`src/rtl/unified_divider.sv`:
```
// Sequential 16/8 restoring divider (signed or unsigned), one quotient bit per clock, start/busy/done handshake.
// Optional divide-by-zero fast path enabled by defining UDIV_ZERO_DETECT_EN.
module unified_divider (
   input  logic        clk,
   input  logic        rst,
   input  logic        start,
   input  logic        sgn,
   input  logic [15:0] dividend,
   input  logic [7:0]  divisor,
   output logic        busy,
   output logic        done,
   output logic [7:0]  quotient,
   output logic [7:0]  remainder,
   output logic        ovf,
   output logic        dz
);

   typedef enum logic [1:0] {IDLE, CALC, FIX, DONE} state_t;

   state_t      state, state_nxt;
   logic [15:0] sreg;
   logic [7:0]  prem;
   logic [7:0]  dv;
   logic [3:0]  cnt;
   logic        sgn_r, qneg, rneg;

   logic [15:0] dd_mag;
   logic [7:0]  dv_mag;
   logic [8:0]  shifted;
   logic        ge;
   logic [7:0]  diff;
   logic [7:0]  q_lo, r_fix;
   logic        ovf_fix;

   assign dd_mag  = (sgn && dividend[15]) ? (~dividend + 16'd1) : dividend;
   assign dv_mag  = (sgn && divisor[7])   ? (~divisor + 8'd1)   : divisor;

   // Partial remainder stays below the divisor, so the difference always fits in 8 bits.
   assign shifted = {prem, sreg[15]};
   assign ge      = shifted >= {1'b0, dv};
   assign diff    = shifted[7:0] - dv;

   assign q_lo    = qneg ? (~sreg[7:0] + 8'd1) : sreg[7:0];
   assign r_fix   = rneg ? (~prem + 8'd1) : prem;
   assign ovf_fix = sgn_r ? (qneg ? (sreg > 16'd128) : (sreg > 16'd127))
                          : (sreg > 16'd255);

   assign busy = (state == CALC) || (state == FIX);
   assign done = (state == DONE);

`ifdef UDIV_ZERO_DETECT_EN
   logic zflag;
   logic dz_r;
   assign dz = dz_r;
`else
   assign dz = 1'b0;
`endif

   always_ff @(posedge clk) begin
      if (rst) state <= IDLE;
      else     state <= state_nxt;
   end

   always_comb begin
      state_nxt = state;
      case (state)
         IDLE: if (start) begin
`ifdef UDIV_ZERO_DETECT_EN
            if (divisor == 8'd0) state_nxt = FIX;
            else                 state_nxt = CALC;
`else
            state_nxt = CALC;
`endif
         end
         CALC: if (cnt == 4'd15) state_nxt = FIX;
         FIX:  state_nxt = DONE;
         DONE: state_nxt = IDLE;
         default: state_nxt = IDLE;
      endcase
   end

   always_ff @(posedge clk) begin
      if (rst) begin
         sreg      <= '0;
         prem      <= '0;
         dv        <= '0;
         cnt       <= '0;
         sgn_r     <= 1'b0;
         qneg      <= 1'b0;
         rneg      <= 1'b0;
         quotient  <= '0;
         remainder <= '0;
         ovf       <= 1'b0;
`ifdef UDIV_ZERO_DETECT_EN
         zflag     <= 1'b0;
         dz_r      <= 1'b0;
`endif
      end else begin
         case (state)
            IDLE: if (start) begin
               sgn_r <= sgn;
               qneg  <= sgn & (dividend[15] ^ divisor[7]);
               rneg  <= sgn & dividend[15];
               sreg  <= dd_mag;
               dv    <= dv_mag;
               prem  <= '0;
               cnt   <= '0;
`ifdef UDIV_ZERO_DETECT_EN
               zflag <= (divisor == 8'd0);
               // Raw dividend is kept so its low byte can be returned as the remainder.
               if (divisor == 8'd0) sreg <= dividend;
`endif
            end
            CALC: begin
               cnt <= cnt + 4'd1;
               if (ge) begin
                  prem <= diff;
                  sreg <= {sreg[14:0], 1'b1};
               end else begin
                  prem <= shifted[7:0];
                  sreg <= {sreg[14:0], 1'b0};
               end
            end
            FIX: begin
`ifdef UDIV_ZERO_DETECT_EN
               if (zflag) begin
                  quotient  <= 8'hFF;
                  remainder <= sreg[7:0];
                  ovf       <= 1'b1;
                  dz_r      <= 1'b1;
               end else begin
                  quotient  <= q_lo;
                  remainder <= r_fix;
                  ovf       <= ovf_fix;
                  dz_r      <= 1'b0;
               end
`else
               quotient  <= q_lo;
               remainder <= r_fix;
               ovf       <= ovf_fix;
`endif
            end
            default: ;
         endcase
      end
   end

endmodule

```
`config.mk`:
```
export PLATFORM = sky130hd
export DESIGN_NAME = unified_divider
export DESIGN_NICKNAME = d
export VERILOG_FILES = /design/src/rtl/unified_divider.sv
export SDC_FILE = /design/constraint.sdc
export NUM_CORES = 1
export LEC_CHECK = 0
export ABC_AREA = 1
export CAP_MARGIN = 15
export CORE_UTILIZATION = 36
export CTS_BUF_LIST = sky130_fd_sc_hd__clkbuf_4 sky130_fd_sc_hd__clkbuf_8
export CTS_CLUSTER_SIZE = 10
export DETAILED_ROUTE_END_ITERATION = 12
export GPL_TIMING_DRIVEN = 1
export PLACE_DENSITY_LB_ADDON = 0.3
export SLEW_MARGIN = 25
export SYNTH_ARGS = -nofsm -noshare
export SYNTH_HDL_FRONTEND = slang
export SYNTH_SLANG_ARGS = --single-unit
```
`constraint.sdc`:
```
create_clock -name clk -period 2.05 [get_ports clk]
set_input_delay 0.41 -clock clk [delete_from_list [all_inputs] [get_ports clk]]
set_output_delay 0.41 -clock clk [all_outputs]
set_load 0.005 [all_outputs]
```
==> flow_summary.ini <==
[run_status]
status = completed

[timing]
min_period_ns = 1.949
postLayoutSetupSlackWorst_ns = 0.1012
slew_headroom_pct = 61.08
finalHoldViolCount = 0
max_freq_ghz = 0.5131
worst_pin_slew_ns = 0.5830
maxSlewViolCount = 0
rsz0062_at_grt = false
holdWs_ns = 0.4712
clock_skew_ns = 0.007804
fin_tns_setup_ns = 0
fin_crit_sh_pct = 95.06
setup_viol = 0

[clock_tree]
cts_root_buf = clkbuf_8
clk_pin_slew_ns = 0.07
clk_latency_ns = 0.33
clock_path_buffers = 2
cts.sinks = 58
cts_tree = built
htreeDepth = 3
cts_buffers = 9

[drt]
wl_per_cell_um = 12.55
viasPerCell = 4.995
routed_wl_mm = 9.461
firstDrtPassIters = 4
routed-via-count = 3766
drc = 0
antenna_left = 0
first_iter_violations = 137

[final_layout]
antenna_cells = 0
area_growth_pct = 22.18
nets = 663
drive_above_1_share_pct = 8.213

[yosys]
yosys_register_bits = 58
synthArstFlopShare_pct = 0
yosysTopAreaCellShare_pct = 30.95
syn_avg_cell_area_um2 = 6.616
syn_inst = 567
yosysWarnings = 0
synth_edf_count = 0
ys.flop_type = dfxtp_1
yosys.area.top_type = dfxtp_1
syn-num-nets = 613
synth-seq-area-share_pct = 30.95
netlist_area_um2 = 3751
netlist_top_cells_area = dfxtp_1 (31%), nand2_1 (13%), a21oi_1 (8.0%)
yosysUniqueCellTypes = 41

[global_routing]
grt_max_degree = 36
grt_pass1_wl_mm = 16.21
grt_pass1_vias = 3650
grt_use_total_pct = 18.28
grt_antenna_before_repair = 0
grt-ovfl-total = 0

[placement]
place_congestion = 0.8262
io_buffers = 46
dp_hpwl_mm = 7.156
place_ws_ns = 0.09640

[die]
die_area_um2 = 10830
coreArea_um2 = 9955
fp.dieH_um = 104.1
initial_core_util_pct = 37.68
die_width_um = 104.1
rows = 36
io_pins = 48

[setup_path]
critPathRequiredTime_ns = 1.64
endpoint_kind = output port
cp_max_fo = 3
start_kind = flop
crit_type = reg2out
crit_arrival_ns = 1.54

[job]
cap_violations = 0

[power_and_ir_drop]
ir_worst_vdd_v = 0.0006589
total_leakage_power_nw = 2.036
powerDensity_nw_per_um2 = 1493

[hold_path]
hold_class = reg2reg
registers in the layout, summed over array words and instances (netlist names):
name       flops
cnt            4
dv             8
ovf            1
prem           8
qneg           1
quotient       8
remainder      8
rneg           1
sgn_r          1
sreg          16
state          2
layer usage:
layer	global-route usage, %	up-vias	wire length [um]	part of all wire, %
met4	5.306	0	138	1.5
met3	3.822	11	365	3.9
li1	-	1954	-	-
met2	33.10	72	4629	49
met5	0	-	0	0
met1	21.56	1729	4328	46
timing repair:
action / 4_1_cts / 5_1_grt
resized for setup: 0 / 2
setup buffers: 0 / 0
setup endpoints to repair: 0 / 1
endpoints found under the hold margin: 0 / 0
hold buffers: 0 / 0
area by class of cell:
class	instances	area [um2]
clock buffers	14	186.4
clock inverters	1	7.507
fillers	1026	5371
inverters	79	297.8
multi-input cells	409	2183
flip-flops and latches	58	1164
well taps	133	166.4
repair buffers	60	578.1
Yosys cell counts (3+ instances only):
library cell  number
a21oi_1           60
a21oi_2            3
buf_2              3
buf_4              3
clkbuf_1          13
dfxtp_1           58
ha_1              17
inv_1             75
nand2_1          131
nand2_2            3
nand3_1           42
nand4_1            5
nor2_1            47
nor3_1             6
o211ai_1          12
o21ai_0           36
o21ai_1            3
o221ai_1           6
or2_1              3
xnor2_1            4
xor2_1            11
kinds of logic (layout without fill, tap and decap cells):
logic type | after synthesis | after routing | share of synthesized area (%)
flops | 58 | 58 | 30.95
simple gates | 248 | 248 | 28.85
other cells | 1 | 1 | 0.09997
compound gates | 127 | 127 | 19.55
xor+xnor | 15 | 15 | 3.502
fa+ha+maj | 18 | 18 | 6.204
buf+inv | 100 | 154 | 10.84
critical path, cell delays in order (launching register included):
cell and delay, ns:
dfxtp_2 0.35, inv_1 0.07, ha_1 0.29, clkdlybuf4s50_1 0.50
placed cells by master (no fill, tap or decap), types with 3 or more instances in the layout:
master / netlist / final
buf_4: 3 / 13
a21oi_2: 3 / 3
o221ai_1: 6 / 6
nor2_1: 47 / 47
nand3_1: 42 / 42
o21ai_0: 36 / 36
nor3_1: 6 / 6
nand2_2: 3 / 3
o21ai_1: 3 / 3
xor2_1: 11 / 11
o211ai_1: 12 / 12
nand2_1: 131 / 131
ha_1: 17 / 17
clkbuf_8: 0 / 13
clkdlybuf4s50_1: 0 / 46
a21oi_1: 60 / 60
nand4_1: 5 / 5
dfxtp_1: 58 / 56
xnor2_1: 4 / 4
or2_1: 3 / 3
inv_1: 75 / 75
final timing paths:
kind,start,to,slack (ns),cells after the start
worst max-delay path,state[1],busy,0.10,3
worst min-delay path,sreg[12],sreg[12],0.47,2
worst max register to register,dv[6],prem[6],0.25,11
worst min register to register,sreg[12],sreg[12],0.47,2
power breakdown:
group	switching [mW]	internal (mW)	total, mW	leakage [nW]
logic	2.45	1.57	4.01	1.46
clock network	0.446	0.578	1.02	0.0982
registers	0.301	1.51	1.81	0.476
per-stage QoR:
step                      cell area (um2)  instances  util (%)  power, mW
final                                4583        754     46.04      6.844
after global routing                 4583        754     46.04      7.552
after CTS                            4581        754     46.02      6.874
after detailed placement             4387        739     44.07      5.817
after global placement               4387        739     44.07      5.764
after floorplan                      3751        567         -      4.710
Note: power is estimated with default switching activity, not from simulation.
